`src/rtl/pc_sequencer.sv`:
```
// pc_sequencer: owns the RV32I fetch PC, keeps one word fetch outstanding at a time, hands it to decode, applies redirects and traps misaligned targets.
// Build with PC_SEQ_PERF_EN defined to add the Fetch_Count/Stall_Count performance counters.
module pc_sequencer #(
   parameter logic [31:0] RESET_VECTOR = 32'h0000_0000,
   parameter logic [31:0] TRAP_VECTOR  = 32'h0000_0100
) (
   input  logic        Clk,
   input  logic        Reset,
   input  logic        Stall,
   input  logic        Redirect_Valid,
   input  logic [31:0] Redirect_Target,
   output logic        IMem_Req,
   output logic [31:0] IMem_Addr,
   input  logic        IMem_Ready,
   input  logic [31:0] IMem_RData,
   output logic        Instr_Valid,
   input  logic        Instr_Ready,
   output logic [31:0] Instr_Out,
   output logic [31:0] Instr_PC,
   output logic        Misalign_Trap,
   output logic [31:0] Trap_Addr
`ifdef PC_SEQ_PERF_EN
   ,
   output logic [31:0] Fetch_Count,
   output logic [31:0] Stall_Count
`endif
);

   typedef enum logic [1:0] {BOOT, REQ, HOLD, TRAP} state_t;

   state_t      state_q, state_d;
   logic [31:0] pc_q, pc_d;
   logic [31:0] instr_q, instr_d;
   logic [31:0] ipc_q, ipc_d;
   logic [31:0] trap_addr_q, trap_addr_d;
   logic        redirect_live;

   assign redirect_live = Redirect_Valid && ((state_q == REQ) || (state_q == HOLD));

   always_ff @(posedge Clk or posedge Reset) begin
      if (Reset) begin
         state_q     <= BOOT;
         pc_q        <= RESET_VECTOR;
         instr_q     <= 32'h0;
         ipc_q       <= 32'h0;
         trap_addr_q <= 32'h0;
      end else begin
         state_q     <= state_d;
         pc_q        <= pc_d;
         instr_q     <= instr_d;
         ipc_q       <= ipc_d;
         trap_addr_q <= trap_addr_d;
      end
   end

   always_comb begin
      state_d       = state_q;
      pc_d          = pc_q;
      instr_d       = instr_q;
      ipc_d         = ipc_q;
      trap_addr_d   = trap_addr_q;
      IMem_Req      = 1'b0;
      Instr_Valid   = 1'b0;
      Misalign_Trap = 1'b0;

      case (state_q)
         BOOT: state_d = REQ;
         REQ: begin
            IMem_Req = ~Stall;
            if (IMem_Req && IMem_Ready) begin
               instr_d = IMem_RData;
               ipc_d   = pc_q;
               state_d = HOLD;
            end
         end
         HOLD: begin
            Instr_Valid = 1'b1;
            if (Instr_Ready) begin
               pc_d    = pc_q + 32'd4;
               state_d = REQ;
            end
         end
         TRAP: begin
            Misalign_Trap = 1'b1;
            state_d       = REQ;
         end
         default: state_d = BOOT;
      endcase

      // Redirect wins over every handshake: captured data is dropped, held instruction squashed.
      if (redirect_live) begin
         instr_d = instr_q;
         ipc_d   = ipc_q;
         if (Redirect_Target[1:0] == 2'b00) begin
            pc_d    = Redirect_Target;
            state_d = REQ;
         end else begin
            trap_addr_d = Redirect_Target;
            pc_d        = TRAP_VECTOR;
            state_d     = TRAP;
         end
      end
   end

   assign IMem_Addr = pc_q;
   assign Instr_Out = instr_q;
   assign Instr_PC  = ipc_q;
   assign Trap_Addr = trap_addr_q;

`ifdef PC_SEQ_PERF_EN
   logic [31:0] fetch_cnt_q, fetch_cnt_d;
   logic [31:0] stall_cnt_q, stall_cnt_d;

   always_comb begin
      fetch_cnt_d = fetch_cnt_q;
      stall_cnt_d = stall_cnt_q;
      if (Instr_Valid && Instr_Ready && !Redirect_Valid)
         fetch_cnt_d = fetch_cnt_q + 32'd1;
      if ((state_q == REQ) && Stall)
         stall_cnt_d = stall_cnt_q + 32'd1;
   end

   always_ff @(posedge Clk or posedge Reset) begin
      if (Reset) begin
         fetch_cnt_q <= 32'h0;
         stall_cnt_q <= 32'h0;
      end else begin
         fetch_cnt_q <= fetch_cnt_d;
         stall_cnt_q <= stall_cnt_d;
      end
   end

   assign Fetch_Count = fetch_cnt_q;
   assign Stall_Count = stall_cnt_q;
`endif

   always_ff @(posedge Clk) begin
      if (!Reset) begin
         assert ((RESET_VECTOR[1:0] == 2'b00) && (TRAP_VECTOR[1:0] == 2'b00))
            else $error("pc_sequencer: reset/trap vectors must be word aligned");
         assert (!(IMem_Req && Instr_Valid))
            else $error("pc_sequencer: fetch request issued while an instruction is held");
      end
   end

endmodule

```
`config.mk`:
```
export PLATFORM = sky130hd
export DESIGN_NAME = pc_sequencer
export DESIGN_NICKNAME = d
export VERILOG_FILES = /design/src/rtl/pc_sequencer.sv
export SDC_FILE = /design/constraint.sdc
export NUM_CORES = 1
export LEC_CHECK = 0
export CAP_MARGIN = 5
export CORE_ASPECT_RATIO = 0.7
export CORE_MARGIN = 2
export CORE_UTILIZATION = 50
export CTS_BUF_LIST = sky130_fd_sc_hd__clkbuf_4 sky130_fd_sc_hd__clkbuf_8
export CTS_CLUSTER_SIZE = 10
export DETAILED_ROUTE_END_ITERATION = 12
export DONT_BUFFER_PORTS = 1
export GPL_TIMING_DRIVEN = 0
export PLACE_DENSITY = 0.68
export RECOVER_POWER = 50
export REMOVE_ABC_BUFFERS = 1
export SLEW_MARGIN = 15
export SYNTH_ARGS = -nofsm -noshare
export SYNTH_HDL_FRONTEND = slang
export SYNTH_SLANG_ARGS = --single-unit
```
`constraint.sdc`:
```
create_clock -name Clk -period 8.5 [get_ports Clk]
set_input_delay 2.125 -clock Clk [delete_from_list [all_inputs] [get_ports Clk]]
set_output_delay 2.125 -clock Clk [all_outputs]
set_load 0.1 [all_outputs]
```
# [Word-level counts from Yosys, hierarchy flattened]
# Index checks and enable logic that the tools add are counted.
[totals] out_inout_bits=131 regBits=130
[op_classes] bitwise=3 n_addsub=1 n_mux=12 n_reduce_logical=12 n_eq_ne=5
[op_table] op="$mux 32" n=4
[op_table] op="$add 32x3->32 const B" n=1
[op_table] op="$mux 2" n=4
[op_table] op="$pmux 2 s3" n=1
[op_table] op="$reduce_and 2->1" n=3
[op_table] op="$eq 2x2->1 const B" n=2
[op_table] op="$logic_not 2->1" n=2
[op_table] op="$reduce_bool 2->1" n=2
[op_table] op="$mux 1" n=3
[op_table] op="$ne 3x2->1 const B" n=1
[op_table] op="$ne 3x3->1 const B" n=1
[op_table] op="$not 1->1" n=3
[op_table] op="$reduce_and 3->1" n=1
[op_table] op="$eq 2x1->1 const B" n=1
[op_table] op="$logic_and 1x1->1" n=2
[op_table] op="$reduce_or 2->1" n=1
[op_table] op="$logic_or 1x1->1" n=1

# [Logic depth before layout (Yosys ltp)]
[depth] depth_word=5 mapped_depth=8

# [Worst setup path before layout]
# Ideal clock, no wire load.
[synth_path] path_kind="input to output" startpoint="in Stall" endpoint="out IMem_Req" arrival_time_ps=3481 path_stages=1 required_time_ps=6375 path_slack_ps=2894 n_path_buf=0 path_cell_list="nor2b_1"
[synth_between] elab_chain_cells=2
[synth_lines] item="start, declared" line="9" source="input logic Stall,"
[synth_lines] item="$not 1->1" line="69" source="IMem_Req = ~Stall;"
[synth_lines] item="$mux 1" line="66" source="case (state_q)"
[synth_lines] item="end, declared" line="12" source="output logic IMem_Req,"
# Every way passes these cells.

# [Worst setup path after layout]
[layout_path] startpoint="in Redirect_Valid" endpoint="reg trap_addr_q[16] (netlist: Trap_Addr[16])"
[layout_between] elab_chain_cells=2
[layout_lines] item="start, declared" line="10" source="input logic Redirect_Valid,"
[layout_lines] item="$logic_and 1x1->1" line="38" source="assign redirect_live = Redirect_Valid && ((state_q == REQ) || (state_q == HOLD));"
[layout_lines] item="$reduce_and 2->1 (no line)"
[layout_lines] item="end signal, assigned" line="52" source="trap_addr_q <= trap_addr_d;"
[layout_lines] item="end, declared" line="35" source="logic [31:0] trap_addr_q, trap_addr_d;"
# Every way passes these cells.
# A chain may end at the register's enable or synchronous reset.

==> results.py <==
metrics = {
    "floorplan": {
        "num_io_pins": 201,
        "coreArea_mm2": 0.01113,
        "die_x_um": 132.3,
        "dieArea_mm2": 0.01241,
        "die_h_um": 93.83,
        "rows": 32,
        "initial_utilization_pct": 51.78,
    },
    "timing": {
        "worst_pin_slew_ns": 2.869,
        "fmax_mhz": 199.0,
        "rsz0062_at_grt": "no",
        "finalSetupTns_ns": 0,
        "slew_headroom_pct": -92.29,
        "finalSetupViolCount": 0,
        "final.period_utilization_pct": 59.11,
        "drv_slew": 108,
        "fin_crit_ns": 5.024,
        "finClkSkew_ns": 0.01340,
        "hold_viol_final": 0,
    },
    "clock_network": {
        "root_buffer": "clkbuf_8",
        "cts_buffers": 17,
        "clock-sinks": 130,
        "clockBufferDepth": 2,
        "path_clk_slew_ns": 0.07,
        "cts_tree": "done",
        "cts_resized": 0,
        "post_cts_buffers": 0,
        "postCtsHoldBufs": 0,
        "worstSkewPairLatency_ns": 0.43,
        "ctsHtreeMaxLevel": 4,
    },
    "route": {
        "route.detailed.drc": 0,
        "dr.pass1.iters": 4,
        "avgRoutedWirePerCell_um": 22.11,
        "vias_per_cell": 6.032,
        "postRouteAntennaNets": 0,
        "via_count": 3788,
        "wirelength_um": 13890,
        "first_iter_violations": 189,
    },
    "yosys": {
        "ys_types": 51,
        "syn_area_mm2": 0.005763,
        "ys_ff_latch": 130,
        "synthArstFlopShare_pct": 100.0,
        "synth_area_leader_cell": "dfrtp_1",
        "seq_area_frac_synth_pct": 56.45,
        "syn-instance-count": 460,
        "synth-main-ff-cell": "dfrtp_1",
        "synth.area.top_cells": "dfrtp_1 56%, mux2_2 18%, nand2_1 2.4%, nand4_1 1.5%, and4_1 1.4%",
        "synth.top_cell.area_share_pct": 56.45,
        "syn_avg_cell_area_um2": 12.53,
        "synth_enable_flop_cells": 0,
        "synth_warnings": 0,
    },
    "cells_and_area": {
        "final_common_cell": "dfrtp_1",
        "seq_area_mm2": 0.003253,
        "area_delta_synth_final_pct": 10.42,
        "fillers": 980,
        "diodes": 0,
        "drive_above_1_share_pct": 29.89,
        "multi_input_area_mm2": 0.002379,
        "final_cell_mix": "130 x dfrtp_1, 94 x mux2_2, 37 x nand2_1",
        "finalNetCount": 536,
    },
    "setup_path": {
        "worstSetupPathType": "in -> reg",
        "crit_chain": "nand2b_1 > nor2_1 > clkbuf_1 > mux2_2",
        "end_kind": "register",
        "cp_slowest_cell": "clkbuf_1",
        "slowest_delay_ns": 1.14,
        "required_ns": 8.80,
        "critPathBufInv": 1,
        "arrival_ns": 5.33,
        "start_kind": "input pin",
        "path_delay_family": "simple AND/OR/NAND/NOR gates",
        "critical_path.max_fanout": 31,
    },
    "placed_design": {
        "post-dp-hpwl_um": 9909,
        "io_buffers": 0,
        "gp_congestion": 0.7407,
    },
    "grt": {
        "grt_usage_pct": 22.61,
        "grt_max_degree": 69,
        "grt-ovfl-total": 0,
        "grt_pass1_vias": 3891,
        "antenna_found_initial": 0,
        "grt_pass1_wl_um": 21560,
    },
    "run_status": {
        "violations": "capacitance limit, slew limit",
        "status": "finished with violations",
    },
    "job": {
        "max_cap_violations": 4,
    },
    "worst_hold_path": {
        "hp-class": "reg -> reg",
    },
}
-- through the flow --
step                      cells  hold slack [ns]  worst slack [ns]  cell area [um^2]  utilization, %
final                       628           0.5863             3.476              6364           57.17
after global routing        628           0.6191             3.163              6364           57.17
after CTS                   628           0.5854             3.879              6411           57.60
after detailed placement    596           0.5669             3.880              6000           53.90
after global placement      589           0.5276             1.720              5847           52.53
after floorplan             436           0.5064             2.734              5655               -
-- layout make-up --
cell class                 instances  share of cell area (%)
inverter                           7                  0.4326
tap                              153                   3.008
clock inverter                    11                   2.123
timing repair buffer               7                   1.593
multi-input combinational        299                   37.38
clock buffer                      21                   4.345
sequential                       130                   51.12
-- state kept, by name, indices dropped and copies added (netlist names) --
signal,cells
IMem_Addr,32
Instr_Out,32
Instr_PC,32
Trap_Addr,32
state_q,2
-- cell usage after synthesis (all sizes together) (7+ instances only) --
cell type	n
and2	7
and3	8
and4	10
buf	11
clkbuf	13
dfrtp	130
inv	7
mux2	94
nand2	37
nand3	13
nand4	15
nor2	13
nor3	8
nor4	7
o21ai	14
-- path summary, 6_finish.rpt --
check | start | end | slack, ns | depth (start not counted)
max | Redirect_Valid | Trap_Addr[16]$_DFFE_PP0P_ | 3.48 | 4
max in group asynchronous | Reset | Trap_Addr[11]$_DFFE_PP0P_ | 4.81 | 1
min in group asynchronous | Reset | Instr_Out[7]$_DFFE_PP0P_ | 2.39 | 1
max reg2reg | state_q[0]$_DFFE_PP0P_ | Trap_Addr[16]$_DFFE_PP0P_ | 4.30 | 6
min | state_q[0]$_DFFE_PP0P_ | state_q[0]$_DFFE_PP0P_ | 0.59 | 1
min reg2reg | state_q[0]$_DFFE_PP0P_ | state_q[0]$_DFFE_PP0P_ | 0.59 | 1
-- per-layer routing --
| metal | global-route usage (%) | vias up | part of all wire, % |
|---|---|---|---|
| met5 | 0 | - | 0 |
| li1 | - | 1697 | - |
| met3 | 8.522 | 12 | 10 |
| met2 | 33.46 | 163 | 46 |
| met1 | 31.00 | 1916 | 43 |
| met4 | 6.989 | 0 | 0.96 |
-- cells by family after synthesis --
kind of cell               synth area share, %
and+or+nand+nor                          13.55
DFF                                      56.45
AOI/OAI and AO/OA                        7.056
adders and majority gates               0.8685
buffers and inverters                    2.323
xor gates and xnor gates                 1.216
muxes                                    18.54
Power is not shown: default switching activity piles up to over one toggle a cycle in this logic, so the estimate is an artifact.
